## config.mk

```make
export PLATFORM = sky130hd
export DESIGN_NAME = ternary_seq_ctrl_flat
export DESIGN_NICKNAME = d
export VERILOG_FILES = /design/src/rtl/ternary_seq_ctrl_pkg.sv /design/src/rtl/ternary_seq_ctrl_if.sv /design/src/rtl/ternary_seq_ctrl_seq_down_counter.sv /design/src/rtl/ternary_seq_ctrl.sv /design/src/flat_wrapper.sv
export SDC_FILE = /design/constraint.sdc
export NUM_CORES = 1
export LEC_CHECK = 0
export CELL_PAD_IN_SITES_DETAIL_PLACEMENT = 0
export CELL_PAD_IN_SITES_GLOBAL_PLACEMENT = 1
export CORE_ASPECT_RATIO = 1.25
export CORE_MARGIN = 3
export CORE_UTILIZATION = 44
export CTS_BUF_LIST = sky130_fd_sc_hd__clkbuf_4
export CTS_CLUSTER_DIAMETER = 150
export DETAILED_ROUTE_END_ITERATION = 6
export PLACE_DENSITY_LB_ADDON = 0.1
export SETUP_SLACK_MARGIN = 0.2
export SYNTH_ARGS = -nofsm -noshare
export SYNTH_HDL_FRONTEND = slang
export SYNTH_SLANG_ARGS = --single-unit
export TNS_END_PERCENT = 20
```

## constraint.sdc

```tcl
create_clock -name clk -period 3.3 [get_ports clk]
set_input_delay 0.33 -clock clk [delete_from_list [all_inputs] [get_ports clk]]
set_output_delay 0.33 -clock clk [all_outputs]
set_load 0.005 [all_outputs]
```

## src/rtl/ternary_seq_ctrl_pkg.sv

```systemverilog
// Shared types and sizing for the ternary tile sequencer.
// Lane count drives both the output index width and the weight-load length.
package ternary_seq_ctrl_pkg;

    localparam int unsigned MAX_IN_LEN  = 16;
    localparam int unsigned MAX_OUT_LEN = 8;
    localparam int unsigned LOAD_CYCLES = 2 * MAX_OUT_LEN;
    localparam int unsigned VEC_W       = 8;
    localparam int unsigned DEF_MAC_LAT = 2;
    localparam int unsigned IDX_W       = $clog2(MAX_OUT_LEN);
    localparam int unsigned CNT_W       = $clog2(LOAD_CYCLES);

    typedef enum logic [2:0] {
        S_IDLE    = 3'd0,
        S_LOAD    = 3'd1,
        S_SETTLE  = 3'd2,
        S_WAIT_IN = 3'd3,
        S_DRAIN   = 3'd4,
        S_EMIT    = 3'd5
    } seq_state_e;

    function automatic logic [VEC_W-1:0] sat_inc(input logic [VEC_W-1:0] v);
        return (v == '1) ? v : v + VEC_W'(1);
    endfunction

endpackage

```

## src/rtl/ternary_seq_ctrl_if.sv

```systemverilog
// Pin-side bundle of the sequencer: control, loader, vector-in and result-out handshakes.
interface ternary_seq_ctrl_if;
    import ternary_seq_ctrl_pkg::*;

    logic             ena;
    logic             start;
    logic             reload;
    logic [VEC_W-1:0] cfg_num_vec;
    logic             load_en;
    logic             load_done;
    logic             in_valid;
    logic             in_ready;
    logic             mac_en;
    logic             out_valid;
    logic             out_ready;
    logic [IDX_W-1:0] out_idx;
    logic             weights_valid;
    logic             busy;
    logic             err;
    logic [VEC_W-1:0] vec_cnt;

    modport slave (
        input  ena, start, reload, cfg_num_vec, load_done, in_valid, out_ready,
        output load_en, in_ready, mac_en, out_valid, out_idx,
               weights_valid, busy, err, vec_cnt
    );

    modport master (
        output ena, start, reload, cfg_num_vec, load_done, in_valid, out_ready,
        input  load_en, in_ready, mac_en, out_valid, out_idx,
               weights_valid, busy, err, vec_cnt
    );

endinterface

```

## src/rtl/ternary_seq_ctrl_seq_down_counter.sv

```systemverilog
// Loadable down-counter with zero flag; stops at zero rather than wrapping.
module seq_down_counter #(
    parameter int unsigned W = 4
) (
    input  logic         clk,
    input  logic         rst_n,
    input  logic         load,
    input  logic [W-1:0] load_val,
    input  logic         dec,
    output logic [W-1:0] cnt,
    output logic         zero
);

    always_ff @(posedge clk or negedge rst_n) begin
        if (!rst_n) begin
            cnt <= '0;
        end else if (load) begin
            cnt <= load_val;
        end else if (dec && (cnt != '0)) begin
            cnt <= cnt - W'(1);
        end
    end

    assign zero = (cnt == '0);

endmodule

```

## src/rtl/ternary_seq_ctrl.sv

```systemverilog
// Phase sequencer for the ternary matrix-vector tile: weight load, settle,
// per-vector MAC strobe, latency wait and lane-by-lane result emission.
module ternary_seq_ctrl
    import ternary_seq_ctrl_pkg::*;
#(
    parameter int unsigned MAC_LAT = DEF_MAC_LAT
) (
    input logic               clk,
    input logic               rst_n,
    ternary_seq_ctrl_if.slave bus
);

    seq_state_e       state, state_n;
    logic             wv_q, wv_n;
    logic             err_q, err_n;
    logic [VEC_W-1:0] vec_q, vec_n;
    logic [VEC_W-1:0] num_q, num_n;
    logic [IDX_W-1:0] idx_q, idx_n;
    logic [VEC_W-1:0] vec_inc;

    logic             cnt_load;
    logic [CNT_W-1:0] cnt_val;
    logic             cnt_dec;
    logic [CNT_W-1:0] cnt;
    logic             cnt_zero;

    // One counter serves both phases: load beats remaining, then MAC latency remaining.
    seq_down_counter #(.W(CNT_W)) u_cnt (
        .clk      (clk),
        .rst_n    (rst_n),
        .load     (cnt_load),
        .load_val (cnt_val),
        .dec      (cnt_dec),
        .cnt      (cnt),
        .zero     (cnt_zero)
    );

    assign vec_inc = sat_inc(vec_q);

    always_ff @(posedge clk or negedge rst_n) begin
        if (!rst_n) begin
            state <= S_IDLE;
            wv_q  <= 1'b0;
            err_q <= 1'b0;
            vec_q <= '0;
            num_q <= '0;
            idx_q <= '0;
        end else begin
            state <= state_n;
            wv_q  <= wv_n;
            err_q <= err_n;
            vec_q <= vec_n;
            num_q <= num_n;
            idx_q <= idx_n;
        end
    end

    always_comb begin
        state_n  = state;
        wv_n     = wv_q;
        err_n    = err_q;
        vec_n    = vec_q;
        num_n    = num_q;
        idx_n    = idx_q;
        cnt_load = 1'b0;
        cnt_val  = '0;
        cnt_dec  = 1'b0;

        case (state)
            S_IDLE: begin
                if (bus.ena && bus.start) begin
                    state_n  = S_LOAD;
                    wv_n     = 1'b0;
                    err_n    = 1'b0;
                    vec_n    = '0;
                    num_n    = bus.cfg_num_vec;
                    cnt_load = 1'b1;
                    cnt_val  = CNT_W'(LOAD_CYCLES - 1);
                end
            end
            S_LOAD: begin
                if (!bus.ena) begin
                    state_n = S_IDLE;
                end else if (bus.load_done) begin
                    if (cnt_zero) begin
                        state_n = S_SETTLE;
                    end else begin
                        err_n   = 1'b1;
                        state_n = S_IDLE;
                    end
                end else if (cnt_zero) begin
                    err_n   = 1'b1;
                    state_n = S_IDLE;
                end else begin
                    cnt_dec = 1'b1;
                end
            end
            S_SETTLE: begin
                if (bus.ena) begin
                    wv_n    = 1'b1;
                    state_n = S_WAIT_IN;
                end
            end
            S_WAIT_IN: begin
                if (bus.ena) begin
                    if (bus.reload) begin
                        state_n  = S_LOAD;
                        wv_n     = 1'b0;
                        err_n    = 1'b0;
                        cnt_load = 1'b1;
                        cnt_val  = CNT_W'(LOAD_CYCLES - 1);
                    end else if (bus.in_valid) begin
                        idx_n = '0;
                        if (MAC_LAT <= 1) begin
                            state_n = S_EMIT;
                        end else begin
                            state_n  = S_DRAIN;
                            cnt_load = 1'b1;
                            cnt_val  = CNT_W'(MAC_LAT - 1);
                        end
                    end
                end
            end
            S_DRAIN: begin
                // Leave on the decrement that reaches zero so out_valid trails mac_en by MAC_LAT.
                if (bus.ena) begin
                    cnt_dec = 1'b1;
                    if (cnt <= CNT_W'(1)) begin
                        state_n = S_EMIT;
                        idx_n   = '0;
                    end
                end
            end
            S_EMIT: begin
                if (bus.ena && bus.out_ready) begin
                    if (idx_q == IDX_W'(MAX_OUT_LEN - 1)) begin
                        idx_n = '0;
                        vec_n = vec_inc;
                        if ((num_q != '0) && (vec_inc == num_q)) begin
                            state_n = S_IDLE;
                        end else begin
                            state_n = S_WAIT_IN;
                        end
                    end else begin
                        idx_n = idx_q + IDX_W'(1);
                    end
                end
            end
            default: state_n = S_IDLE;
        endcase
    end

    assign bus.load_en       = (state == S_LOAD) && bus.ena;
    assign bus.in_ready      = (state == S_WAIT_IN) && bus.ena && !bus.reload;
    assign bus.mac_en        = bus.in_ready && bus.in_valid;
    assign bus.out_valid     = (state == S_EMIT) && bus.ena;
    assign bus.out_idx       = idx_q;
    assign bus.weights_valid = wv_q;
    assign bus.busy          = (state != S_IDLE);
    assign bus.err           = err_q;
    assign bus.vec_cnt       = vec_q;

endmodule

```

## src/flat_wrapper.sv

```systemverilog
// flat-port wrapper written by rule: the top's interface ports become plain ports
module ternary_seq_ctrl_flat import ternary_seq_ctrl_pkg::*;
#(
    parameter int unsigned MAC_LAT = DEF_MAC_LAT
)
  (clk, rst_n, bus_ena, bus_start, bus_reload, bus_cfg_num_vec, bus_load_done, bus_in_valid, bus_out_ready, bus_load_en, bus_in_ready, bus_mac_en, bus_out_valid, bus_out_idx, bus_weights_valid, bus_busy, bus_err, bus_vec_cnt);
  ternary_seq_ctrl_if bus_i ();
  input logic clk;
  input logic rst_n;
  input wire logic [$bits(bus_i.ena)-1:0] bus_ena;
  input wire logic [$bits(bus_i.start)-1:0] bus_start;
  input wire logic [$bits(bus_i.reload)-1:0] bus_reload;
  input wire logic [$bits(bus_i.cfg_num_vec)-1:0] bus_cfg_num_vec;
  input wire logic [$bits(bus_i.load_done)-1:0] bus_load_done;
  input wire logic [$bits(bus_i.in_valid)-1:0] bus_in_valid;
  input wire logic [$bits(bus_i.out_ready)-1:0] bus_out_ready;
  output wire logic [$bits(bus_i.load_en)-1:0] bus_load_en;
  output wire logic [$bits(bus_i.in_ready)-1:0] bus_in_ready;
  output wire logic [$bits(bus_i.mac_en)-1:0] bus_mac_en;
  output wire logic [$bits(bus_i.out_valid)-1:0] bus_out_valid;
  output wire logic [$bits(bus_i.out_idx)-1:0] bus_out_idx;
  output wire logic [$bits(bus_i.weights_valid)-1:0] bus_weights_valid;
  output wire logic [$bits(bus_i.busy)-1:0] bus_busy;
  output wire logic [$bits(bus_i.err)-1:0] bus_err;
  output wire logic [$bits(bus_i.vec_cnt)-1:0] bus_vec_cnt;
  assign bus_i.ena = bus_ena;
  assign bus_i.start = bus_start;
  assign bus_i.reload = bus_reload;
  assign bus_i.cfg_num_vec = bus_cfg_num_vec;
  assign bus_i.load_done = bus_load_done;
  assign bus_i.in_valid = bus_in_valid;
  assign bus_i.out_ready = bus_out_ready;
  assign bus_load_en = bus_i.load_en;
  assign bus_in_ready = bus_i.in_ready;
  assign bus_mac_en = bus_i.mac_en;
  assign bus_out_valid = bus_i.out_valid;
  assign bus_out_idx = bus_i.out_idx;
  assign bus_weights_valid = bus_i.weights_valid;
  assign bus_busy = bus_i.busy;
  assign bus_err = bus_i.err;
  assign bus_vec_cnt = bus_i.vec_cnt;
  ternary_seq_ctrl #(.MAC_LAT(MAC_LAT)) u_core (.clk(clk), .rst_n(rst_n), .bus(bus_i));
endmodule
```

==> flow_summary_export.csv <==
group,metric,value,unit
timing,layout_worst_path_cycle_share,0.772,
power,p_comb_frac,0.415,
clock_network,cts_buffers,3,
critical_path,start_kind,"input pin",
timing,finalHoldViolCount,0,
clock_network,postCtsSetupRepairBufs,0,
drt,drtIter0Drc,97,
global_routing,grt_pass1_wl,7900,µm
clock_network,clk_path_buf_depth,2,
critical_path,crit_arrival,2.22,ns
power,seqPwrFrac,0.464,
timing,clock-skew-final,0.0137,ns
global_routing,antenna_found_initial,0,
timing,max_slew.worst_pin.slew,0.574,ns
final_layout,utilization,0.556,
power,internal_power,743,µW
timing,setup_violations,0,
critical_path,worst_path_max_delay_cell,"clkdlybuf4s50_1",
critical_path,max_stage_delay,0.69,ns
die,die_area,0.00524,mm²
die,ios,34,
power,power.density,534,mW/mm²
timing,fin_crit,2.55,ns
timing,hold_ws,0.355,ns
drt,via_per_inst,5.71,
clock_network,clk-insertion-delay-late,0.34,ns
global_routing,grt_max_degree,29,
logic_synthesis,syn-cell-area,0.00194,mm²
power,p_leak,0.929,nW
final_layout,fill_cells,450,
logic_synthesis,yosysSeqAreaShare,0.362,
clock_network,cts_sinks,28,
run_status,status,"completed",
final_layout,diodes,0,
timing,max_freq,0.393,GHz
power,clkPwrFrac,0.122,
power,total_power,1.24,mW
drt,drtAntennaViolNets,0,
timing,relSlewSlack,0.616,
logic_synthesis,async_flop_share,1.00,
clock_network,clk_pin_slew,0.16,ns
final_layout,layout-drive-gt1-share,0.0600,
critical_path,worstSetupEndpointType,"output pin",
critical_path,critPathBufInv,2,
job,maxCapViolCount,0,
die,row_count,26,
die,fp.coreArea,0.00416,mm²
final_layout,synthToLayoutAreaGrowth,19.4,%
logic_synthesis,synth.distinct_cells,50,
clock_network,cts_root_buf,"clkbuf_4",
power,ir_drop,0.244,mV
global_routing,grt.total_usage,0.190,
critical_path,crit_fanout,12,
critical_path,worstSetupPathType,"input pin to output pin",
placement,numPortBuffers,33,
power,p_switching,493,µW
drt,post_drt_wl_per_cell,15.1,µm
drt,drc,0,
logic_synthesis,syn_inst,224,
critical_path,regToRegSetupSlack,1.08,ns
placement,dp_worst_setup_slack,0.795,ns
timing,layout_setup_ws,0.754,ns
power,switching_share,0.399,
timing,rsz0062_at_grt,"false",
die,die_h,80.2,µm
logic_synthesis,synth_nets,245,
placement,gp_congestion,0.800,
clock_network,cts_htree_levels,1,
critical_path,cpLargestDelayFamily,"buffers and inverters",
logic_synthesis,ys_ff_latch,28,
critical_path,critPathMostFrequentCell,"clkdlybuf4s50_1",
clock_network,tritoncts,"done",
critical_path,crit_start,"bus_ena",
clock_network,cts_resized,0,
global_routing,grt_pass1_vias,1653,
placement,dpl.hpwl,3530,µm
clock_network,ctsHoldBuffers,0,
drt,num_vias,1746,
timing,drv_slew,0,
logic_synthesis,synth_edf_count,0,
drt,dr.pass1.iters,5,
hold_path,hold_path_class,"input pin to asynchronous set/reset pin",
logic_synthesis,ys_warn_count,0,
global_routing,grt_remaining_overflow,0,
logic_synthesis,syn-mean-instance-area,8.65,µm²
die,die_w,65.3,µm
critical_path,crit_chain,"clkdlybuf4s50_1 -> nand2b_1 -> nor3_1 -> and2_1 -> clkdlybuf4s50_1",
die,start_util,0.465,
drt,wirelength,4620,µm
critical_path,regToRegStartpoint,"u_core.bus.vec_cnt[0]",
logic_synthesis,synth_top_flop_cell,"dfrtp_1",
critical_path,required,2.97,ns
final_layout,layout.nets,272,
timing,tns,0,ns
## final timing paths
| path | end | cells past startpoint |
|---|---|---|
| max in group asynchronous | u_core.bus.vec_cnt[3] | 2 |
| max | bus_mac_en | 5 |
| min | u_core.state[2] | 2 |
| min reg2reg | u_core.bus.err | 2 |
| min in group clk | u_core.bus.err | 2 |
| max reg2reg | u_core.state[1] | 7 |
## cell usage after synthesis (all sizes together) (3+ instances only)
library cell	count	area, µm²
or3	3	18.8
mux2	9	101
nand2b	5	31.3
buf	9	50.0
clkbuf	4	15.0
a21oi	13	65.1
mux2i	5	50.1
inv	6	22.5
dfrtp	28	701
nand3	9	50.1
ha	5	62.6
nor2b	4	25.0
nor2	21	86.3
and4	4	35.0
a31oi	6	37.5
nor3	12	60.1
xnor2	8	70.1
o21ai	17	85.1
nor4	4	31.3
nand2	20	75.1
a21o	3	22.5
## cells in the final DEF (no fill, tap or decap), drive strengths merged, types with 2 or more instances in the layout
cell	instances
a21o	3
a21oi	13
a22o	2
a22oi	2
a31oi	6
and2	2
and4	4
buf	2
clkbuf	3
clkdlybuf4s50	33
dfrtp	28
ha	5
inv	6
mux2	9
mux2i	5
nand2	20
nand2b	5
nand3	9
nand4	2
nor2	21
nor2b	4
nor3	12
nor4	4
o21ai	17
o22ai	2
or2	2
or3	3
xnor2	8
xor2	2
## final cells by class
type                       count  area [µm²]  area share
multi-input combinational    177        1150       0.496
inverter                       6        22.5     0.00973
tap                           56        70.1      0.0303
clock buffer                   3        22.5     0.00973
clock inverter                 1        3.75     0.00162
sequential                    28         701       0.303
timing repair buffer          35         345       0.149
## state kept, by name (all words and copies together) (netlist names)
signal and count:
u_core.state 3, u_core.bus.out_idx 3, u_core.u_cnt.cnt 4, u_core.num_q 8, u_core.bus.weights_valid 1, u_core.bus.vec_cnt 8
u_core.bus.err 1
## routing by layer
metal | vias to the layer above | part of all wire | GRT usage
met2 | 33 | 0.52 | 0.334
met3 | 8 | 0.024 | 0.0196
met5 | - | 0 | 0
li1 | 863 | - | -
met4 | 0 | 0.016 | 0.0539
met1 | 842 | 0.44 | 0.243
## power by group through the flow
stage                     registers [mW]  logic [mW]  clock network (mW)
final                              0.573       0.512               0.151
after global routing               0.595       0.586               0.171
after CTS                          0.574       0.520               0.158
after detailed placement           0.582       0.517                   0
after global placement             0.578       0.512                   0
after floorplan                    0.508       0.413                   0
## kinds of logic after synthesis
kind of cell / count (synthesis) / synth area share
flops: 28 / 0.362
buf+inv: 19 / 0.0452
simple gates: 94 / 0.265
xor+xnor: 10 / 0.0452
mux: 14 / 0.0782
fa+ha+maj: 5 / 0.0323
compound gates: 54 / 0.172
## per-stage QoR
stage / instances / cell area, µm²
floorplan: 224 / 1940
global placement: 302 / 2290
detailed placement: 302 / 2290
CTS: 306 / 2310
global route: 306 / 2310
finish: 306 / 2310
(Power assumes the default switching activity.)
